### src/rtl/rd_req_engine.sv
// CCI-P read request generator: polls the CPU control word while the AFU is idle,
// then streams one run's data-CL reads, with all outputs driven from flops.
module rd_req_engine #(
  parameter logic [15:0] READ_CTRL_MDATA = 16'h0001,
  parameter logic [15:0] READ_RUN_MDATA  = 16'h0002,
  parameter int unsigned POLL_TIMEOUT    = 256
) (
  input  logic        clk,
  input  logic        reset,
  input  logic        poll_en,
  input  logic [41:0] ctrl_addr,
  input  logic        ctrl_resp_valid,
  input  logic        run_start,
  input  logic [41:0] run_base_addr,
  input  logic [31:0] run_num_cls,
  input  logic        stall,
  output logic        rd_valid,
  output logic [41:0] rd_addr,
  output logic [15:0] rd_mdata,
  output logic        run_issue_done,
  output logic [31:0] reqs_issued
);

  localparam int TW = (POLL_TIMEOUT > 2) ? $clog2(POLL_TIMEOUT) : 1;
  localparam logic [TW-1:0] TIMEOUT_LAST = TW'(POLL_TIMEOUT - 1);

  typedef enum logic [2:0] {
    IDLE,
    POLL_ISSUE,
    POLL_WAIT,
    RUN,
    DONE
  } state_t;

  state_t      state, state_next;
  logic [TW-1:0] timer, timer_next;
  logic [41:0] base, base_next;
  logic [31:0] num, num_next;
  logic [31:0] reqs_next;
  logic        done_next;
  logic        issue;
  logic [41:0] issue_addr;
  logic [15:0] issue_mdata;
  logic        start_run;

  // run_start is honoured everywhere except while a run is already being issued
  assign start_run = run_start && (state != RUN);

  always_comb begin
    state_next  = state;
    timer_next  = timer;
    base_next   = base;
    num_next    = num;
    reqs_next   = reqs_issued;
    done_next   = run_issue_done;
    issue       = 1'b0;
    issue_addr  = rd_addr;
    issue_mdata = rd_mdata;
    if (start_run) begin
      state_next = RUN;
      base_next  = run_base_addr;
      num_next   = run_num_cls;
      reqs_next  = '0;
      done_next  = 1'b0;
    end else begin
      unique case (state)
        IDLE: begin
          if (poll_en) state_next = POLL_ISSUE;
        end
        POLL_ISSUE: begin
          if (!poll_en) begin
            state_next = IDLE;
          end else if (!stall) begin
            issue       = 1'b1;
            issue_addr  = ctrl_addr;
            issue_mdata = READ_CTRL_MDATA;
            timer_next  = '0;
            state_next  = POLL_WAIT;
          end
        end
        POLL_WAIT: begin
          timer_next = timer + TW'(1);
          if (!poll_en) begin
            state_next = IDLE;
          end else if (ctrl_resp_valid || (timer == TIMEOUT_LAST)) begin
            state_next = POLL_ISSUE;
          end
        end
        RUN: begin
          // Completion is checked before issuing so a zero-length run issues nothing
          if (reqs_issued == num) begin
            state_next = DONE;
            done_next  = 1'b1;
          end else if (!stall) begin
            issue       = 1'b1;
            issue_addr  = base + {10'd0, reqs_issued};
            issue_mdata = READ_RUN_MDATA;
            reqs_next   = reqs_issued + 32'd1;
          end
        end
        DONE: begin
          if (poll_en) state_next = POLL_ISSUE;
        end
        default: state_next = IDLE;
      endcase
    end
  end

  always_ff @(posedge clk) begin
    if (reset) begin
      state          <= IDLE;
      timer          <= '0;
      base           <= '0;
      num            <= '0;
      reqs_issued    <= '0;
      run_issue_done <= 1'b0;
      rd_valid       <= 1'b0;
      rd_addr        <= '0;
      rd_mdata       <= '0;
    end else begin
      state          <= state_next;
      timer          <= timer_next;
      base           <= base_next;
      num            <= num_next;
      reqs_issued    <= reqs_next;
      run_issue_done <= done_next;
      rd_valid       <= issue;
      rd_addr        <= issue_addr;
      rd_mdata       <= issue_mdata;
    end
  end

endmodule

### config.mk
export PLATFORM = sky130hd
export DESIGN_NAME = rd_req_engine
export DESIGN_NICKNAME = d
export VERILOG_FILES = /design/src/rtl/rd_req_engine.sv
export SDC_FILE = /design/constraint.sdc
export NUM_CORES = 1
export LEC_CHECK = 0
export ABC_CLOCK_PERIOD_IN_PS = 4050
export CAP_MARGIN = 15
export CORE_MARGIN = 3
export CORE_UTILIZATION = 50
export DETAILED_ROUTE_END_ITERATION = 10
export GPL_ROUTABILITY_DRIVEN = 0
export MAX_ROUTING_LAYER = met4
export PLACE_DENSITY = 0.81
export SLEW_MARGIN = 25
export SYNTH_ARGS = -nofsm -noshare
export SYNTH_HDL_FRONTEND = slang
export SYNTH_SLANG_ARGS = --single-unit
export TNS_END_PERCENT = 30
### constraint.sdc
create_clock -name clk -period 4.05 [get_ports clk]
set_input_delay 0.6075 -clock clk [delete_from_list [all_inputs] [get_ports clk]]
set_output_delay 0.6075 -clock clk [all_outputs]
set_load 0.005 [all_outputs]
==> impl_metrics.yaml, run 1 <==
worst_setup_path:
  slowest_stage: "o21ai_4"
  cp-end-kind: "flip-flop"
  critPathArrivalTime_ns: 3.69
  required_ns: 4.42
  path_max_fanout: 29
  max_stage_delay_ns: 0.67
  path_buf_inv: 1
  crit_path_cell_trace: "xnor2_1 -> nand4_1 -> nor4_2 -> a211oi_4 -> buf_4 -> o21ai_4 -> a22oi_1 -> or2_2 -> nand3_1"
  path_class: "flip-flop to flip-flop"
  rrSetupSlack_ns: 0.73
  crit_family: "simple AND/OR/NAND/NOR gates"
  critPathLaunchType: "flip-flop"
cells_and_area:
  diodes: 0
  fin_nets: 1391
  area_delta_synth_final_pct: 30.6
  mostFrequentLayoutCell: "clkdlybuf4s50_1"
  drive_gt1_frac: 0.0545
  final-instance-count-excl-fill: 1467
  nFillCells: 1412
  stdcell_area_sq_um: 11300
  final_cell_mix: "198 x clkdlybuf4s50_1, 193 x nand2_1, 163 x dfxtp_1"
power_and_ir_drop:
  peakVddDrop_v: 0.000326
  power.share.switching: 0.250
  power_leakage_nw: 4.13
  power_frac_clock: 0.428
  seq_power_share: 0.441
  power_density_nw_per_um2: 347
  power_mw: 3.92
  p_int_mw: 2.94
  p_comb_frac: 0.131
  p_sw_mw: 0.978
timing:
  min_period_ns: 3.32
  clock_skew_ns: 0.0122
  tightest_slew_ns: 0.835
  max_freq_mhz: 301
  finalSetupViolations: 0
  rsz0062_at_grt: "no"
  tns_ns: 0
  finalHoldViolations: 0
  min_period_over_period: 0.820
  slew_violations: 0
  slew_headroom: 0.444
clock_tree:
  holdBufCountCts: 0
  postCtsResizedCells: 0
  cts_tree: "done"
  clkSinkCount: 163
  cts.clk_slew.worst_paths_ns: 0.06
  cts_buffers: 17
  cts_root_buf: "clkbuf_16"
  cts_buffer_depth: 2
  clock_latency_ns: 0.44
  h-tree-depth: 4
  postCtsSetupBuffers: 0
yosys:
  ys_ff_latch: 163
  yosys_warnings: 0
  synth_area_sq_um: 8660
  ys_seq_area_frac: 0.377
  avgSynthCellArea_sq_um: 8.09
  synth_edf_count: 0
  yosysUniqueCellTypes: 74
  syn_inst: 1071
  synthArstFlopShare: 0
  synth_ff_type: "dfxtp_1"
floorplanning:
  die_h_um: 138
  row_count: 47
  coreArea_sq_um: 16800
  die_area_sq_um: 18900
  fp.dieW_um: 138
  initial_core_util: 0.517
  ios: 214
global_route:
  grt_usage: 0.265
  grt-ovfl-total: 0
  grt_max_degree: 78
  grt_pass1_wl_um: 38400
  grt_pass1_vias: 7763
  antenna_found_initial: 0
flow_run:
  maxCapViolations: 0
drt:
  routed_via_density: 5.77
  ant_nets: 0
  wirelength_um: 25000
  drc_errors: 0
  via_count: 8464
  first_pass_iters: 6
  avgRoutedWirePerCell_um: 17.0
  drt_iter0_drc: 635
status:
  outcome: "finished clean"
placement:
  placed_cell_area_sq_um: 10700
  portBuffers: 199
  dp_cells: 1435
  hpwl_um: 18400
min_path:
  min_path_type: "flip-flop to flip-flop"
[power by group through the flow]
stage                     registers, mW  clock network (mW)  logic [mW]
after global routing               1.73                1.76       0.560
after global placement             1.76                   0       0.500
after floorplan                    1.75                   0       0.291
final                              1.73                1.68       0.514
after CTS                          1.73                1.69       0.513
after detailed placement           1.76                   0       0.508
[worst reg2reg max path: stages (launching register included)]
cell and delay, ns:
dfxtp_1 0.39, xnor2_1 0.34, nand4_1 0.19, nor4_2 0.61, a211oi_4 0.21, buf_4 0.29
o21ai_4 0.69, a22oi_1 0.15, or2_2 0.32, nand3_1 0.06
[sequential cells by signal, indices dropped and copies added (netlist names)]
name,cells
num,32
rd_addr,42
base,42
state,3
reqs_issued,32
rd_valid,1
run_issue_done,1
timer,8
rd_mdata,2
[synthesized netlist by cell type (19+ instances only)]
cell      number  area, sq um
nand3_1       29          145
xnor2_1       56          490
dfxtp_1      163         3260
clkbuf_1      39          146
ha_1          34          425
nand2_1      194          728
xor2_1        38          333
nand4_1       24          150
nor2_1        83          312
a21oi_1      116          581
a22oi_1       19          143
a222oi_1      22          220
nor3_1        22          110
o21ai_0       32          160
[cells by family (layout without fill, tap and decap cells)]
logic type	Yosys count	after routing	synth area share
AOI/OAI and AO/OA	276	276	0.210
other	1	14	0.000433
adders and majority gates	35	35	0.0514
and+or+nand+nor	406	406	0.213
xor gates and xnor gates	94	94	0.0950
muxes	3	3	0.00347
buffers and inverters	93	256	0.0492
DFF	163	163	0.377
[final cells by class]
type,count,area [sq um],share of cell area
tap,220,275,0.0243
multi-input combinational,828,5040,0.446
timing repair buffer,207,2050,0.181
sequential,163,3260,0.288
inverter,17,63.8,0.00564
clock buffer,20,467,0.0413
clock inverter,12,151,0.0134
[path summary, 6_finish.rpt]
check / startpoint / to / cells after the start
hold / removal: rd_mdata[1] / rd_mdata[1] / 2
setup / recovery: reqs_issued[28] / rd_addr[41] / 9
setup reg to reg: reqs_issued[28] / rd_addr[41] / 9
hold reg to reg: rd_mdata[1] / rd_mdata[1] / 2
[stage by stage]
stage	worst slack (ns)	utilization	hold slack, ns
5_1_grt	0.560	0.675	0.479
3_5_place_dp	0.794	0.638	0.454
6_report	0.730	0.675	0.463
3_3_place_gp	0.850	0.638	0.447
2_1_floorplan	1.40	-	0.440
4_1_cts	0.764	0.675	0.462
[layer usage]
metal	GRT usage	vias up	wire [um]
met5	-	-	0
met3	0.0581	46	2100
met1	0.345	3963	10800
met2	0.411	337	11500
met4	0.0826	0	491
li1	-	4118	-
No activity file was read; power rests on OpenSTA's default activity.
==> run 2: changes to the inputs <==
ABC_CLOCK_PERIOD_IN_PS = 3300   (was 4050)
clock period = 3.3 ns   (was 4.05 ns; I/O delays follow)
==> impl_metrics.yaml, run 2 (synthesis gave the netlist of run 1 again) <==
clock_tree:
  h-tree-depth: 4
  holdBufCountCts: 0
  cts.clk_slew.worst_paths_ns: 0.07
  cts_buffers: 17
  clkSinkCount: 163
  postCtsResizedCells: 0
  clock_latency_ns: 0.43
  cts_buffer_depth: 2
  postCtsSetupBuffers: 0
  cts_tree: "done"
  cts_root_buf: "clkbuf_16"
cells_and_area:
  stdcell_area_sq_um: 11400
  top_regs: "base x42, rd_addr x42"
  area_delta_synth_final_pct: 31.8
  diodes: 0
  nFillCells: 1374
  final-instance-count-excl-fill: 1478
  utilization: 0.682
  mostFrequentLayoutCell: "clkdlybuf4s50_1"
  drive_gt1_frac: 0.0620
  fin_nets: 1402
  final_cell_mix: "198 x clkdlybuf4s50_1, 193 x nand2_1, 163 x dfxtp_1"
global_route:
  antenna_found_initial: 0
  grt_max_degree: 54
  grt-ovfl-total: 0
  grt_usage: 0.269
  grt_pass1_wl_um: 39300
  grt_pass1_vias: 7834
power_and_ir_drop:
  peakVddDrop_v: 0.000380
  power_density_nw_per_um2: 427
  power.share.switching: 0.246
  p_int_mw: 3.68
  seq_power_share: 0.435
  power_frac_clock: 0.434
  power_leakage_nw: 4.20
  p_comb_frac: 0.131
  p_sw_mw: 1.20
drt:
  drc_errors: 0
  routed_via_density: 5.71
  wirelength_um: 25200
  avgRoutedWirePerCell_um: 17.1
  via_count: 8434
  ant_nets: 0
  drt_iter0_drc: 741
  first_pass_iters: 5
floorplanning:
  die_h_um: 138
  row_count: 47
  fp.dieW_um: 138
  die_area_sq_um: 18900
  coreArea_sq_um: 16800
  ios: 214
  initial_core_util: 0.517
timing:
  max_freq_mhz: 335
  min_period_ns: 2.99
  tns_ns: 0
  finalSetupViolations: 0
  finalHoldViolations: 0
  min_period_over_period: 0.906
  rsz0062_at_grt: "no"
  tightest_slew_ns: 0.616
  slew_violations: 0
  slew_headroom: 0.589
  clock_skew_ns: 0.0118
  whs_ns: 0.457
worst_setup_path:
  path_class: "flip-flop to flip-flop"
  crit_path_cell_trace: "ha_1 -> fa_1 -> a21o_1 -> a221oi_2 -> o31a_2 -> a311oi_2 -> a21oi_2 -> a21oi_4 -> a311oi_1 -> a211o_1"
  max_stage_delay_ns: 0.43
  required_ns: 3.68
  cp-end-kind: "flip-flop"
  slowest_stage: "a221oi_2"
  rr_worst_depth: 10
  r2r-start: "reqs_issued[0]"
  rrSetupSlack_ns: 0.31
  path_max_fanout: 7
  critPathArrivalTime_ns: 3.37
  rr_endpoint: "rd_addr[36]"
  critPathLaunchType: "flip-flop"
min_path:
  hold_depth: 2
  min_path_type: "flip-flop to flip-flop"
  min_to: "rd_mdata[0]"
  hold_start: "rd_mdata[0]"
flow_run:
  maxCapViolations: 0
placement:
  hpwl_um: 19000
  portBuffers: 199
  placed_cell_area_sq_um: 10800
  dp_cells: 1446
status:
  outcome: "finished clean"
[run 2: layer usage]
metal / share of wire / GRT usage
met3: 0.091 / 0.0621
met2: 0.45 / 0.411
met4: 0.021 / 0.0837
met1: 0.43 / 0.355
met5: 0 / -
[run 2: worst max-delay path, delay by kind of cell, from the launching register on]
| family | cells | cell delay (ns) |
|---|---|---|
| compound gates | 8 | 1.97 |
| fa+ha+maj | 2 | 0.65 |
| flops | 1 | 0.31 |
[run 2: worst max-delay path by stage]
stage / slack, ns / cells past startpoint / end / from
3_3_place_gp: 0.39 / 10 / rd_addr[41] / reqs_issued[28]
4_1_cts: 0.34 / 10 / rd_addr[36] / reqs_issued[0]
6_report: 0.31 / 10 / rd_addr[36] / reqs_issued[0]
2_1_floorplan: 0.65 / 10 / rd_addr[34] / reqs_issued[0]
3_5_place_dp: 0.35 / 10 / rd_addr[36] / reqs_issued[0]
5_1_grt: 0.11 / 10 / rd_addr[34] / reqs_issued[0]
[run 2: stage by stage]
| stage | power [mW] | worst slack [ns] |
|---|---|---|
| finish | 4.88 | 0.311 |
| global route | 5.05 | 0.111 |
| CTS | 4.89 | 0.339 |
| detailed placement | 2.80 | 0.349 |
| global placement | 2.79 | 0.388 |
| floorplan | 2.50 | 0.655 |
[run 2: area by class of cell]
cell class,instances,area (sq um),share of cell area
well taps,220,275,0.0241
multi-input cells,828,5040,0.441
repair buffers,218,2140,0.188
flip-flops and latches,163,3260,0.286
inverters,17,63.8,0.00559
clock inverters,12,178,0.0156
clock buffers,20,457,0.0400
[run 2: power by group through the flow]
stage	Clock [mW]	Sequential (mW)	Combinational (mW)
2_1_floorplan	0	2.14	0.357
3_3_place_gp	0	2.16	0.626
3_5_place_dp	0	2.16	0.634
4_1_cts	2.13	2.12	0.638
5_1_grt	2.22	2.13	0.700
6_report	2.12	2.12	0.640
==> run 3: changes to the inputs <==
ABC_CLOCK_PERIOD_IN_PS = unset   (was 3300)
TNS_END_PERCENT = unset   (was 30)
==> results of run 3 <==
Same layout as run 2: the final DEF is identical, and so are final timing and power.
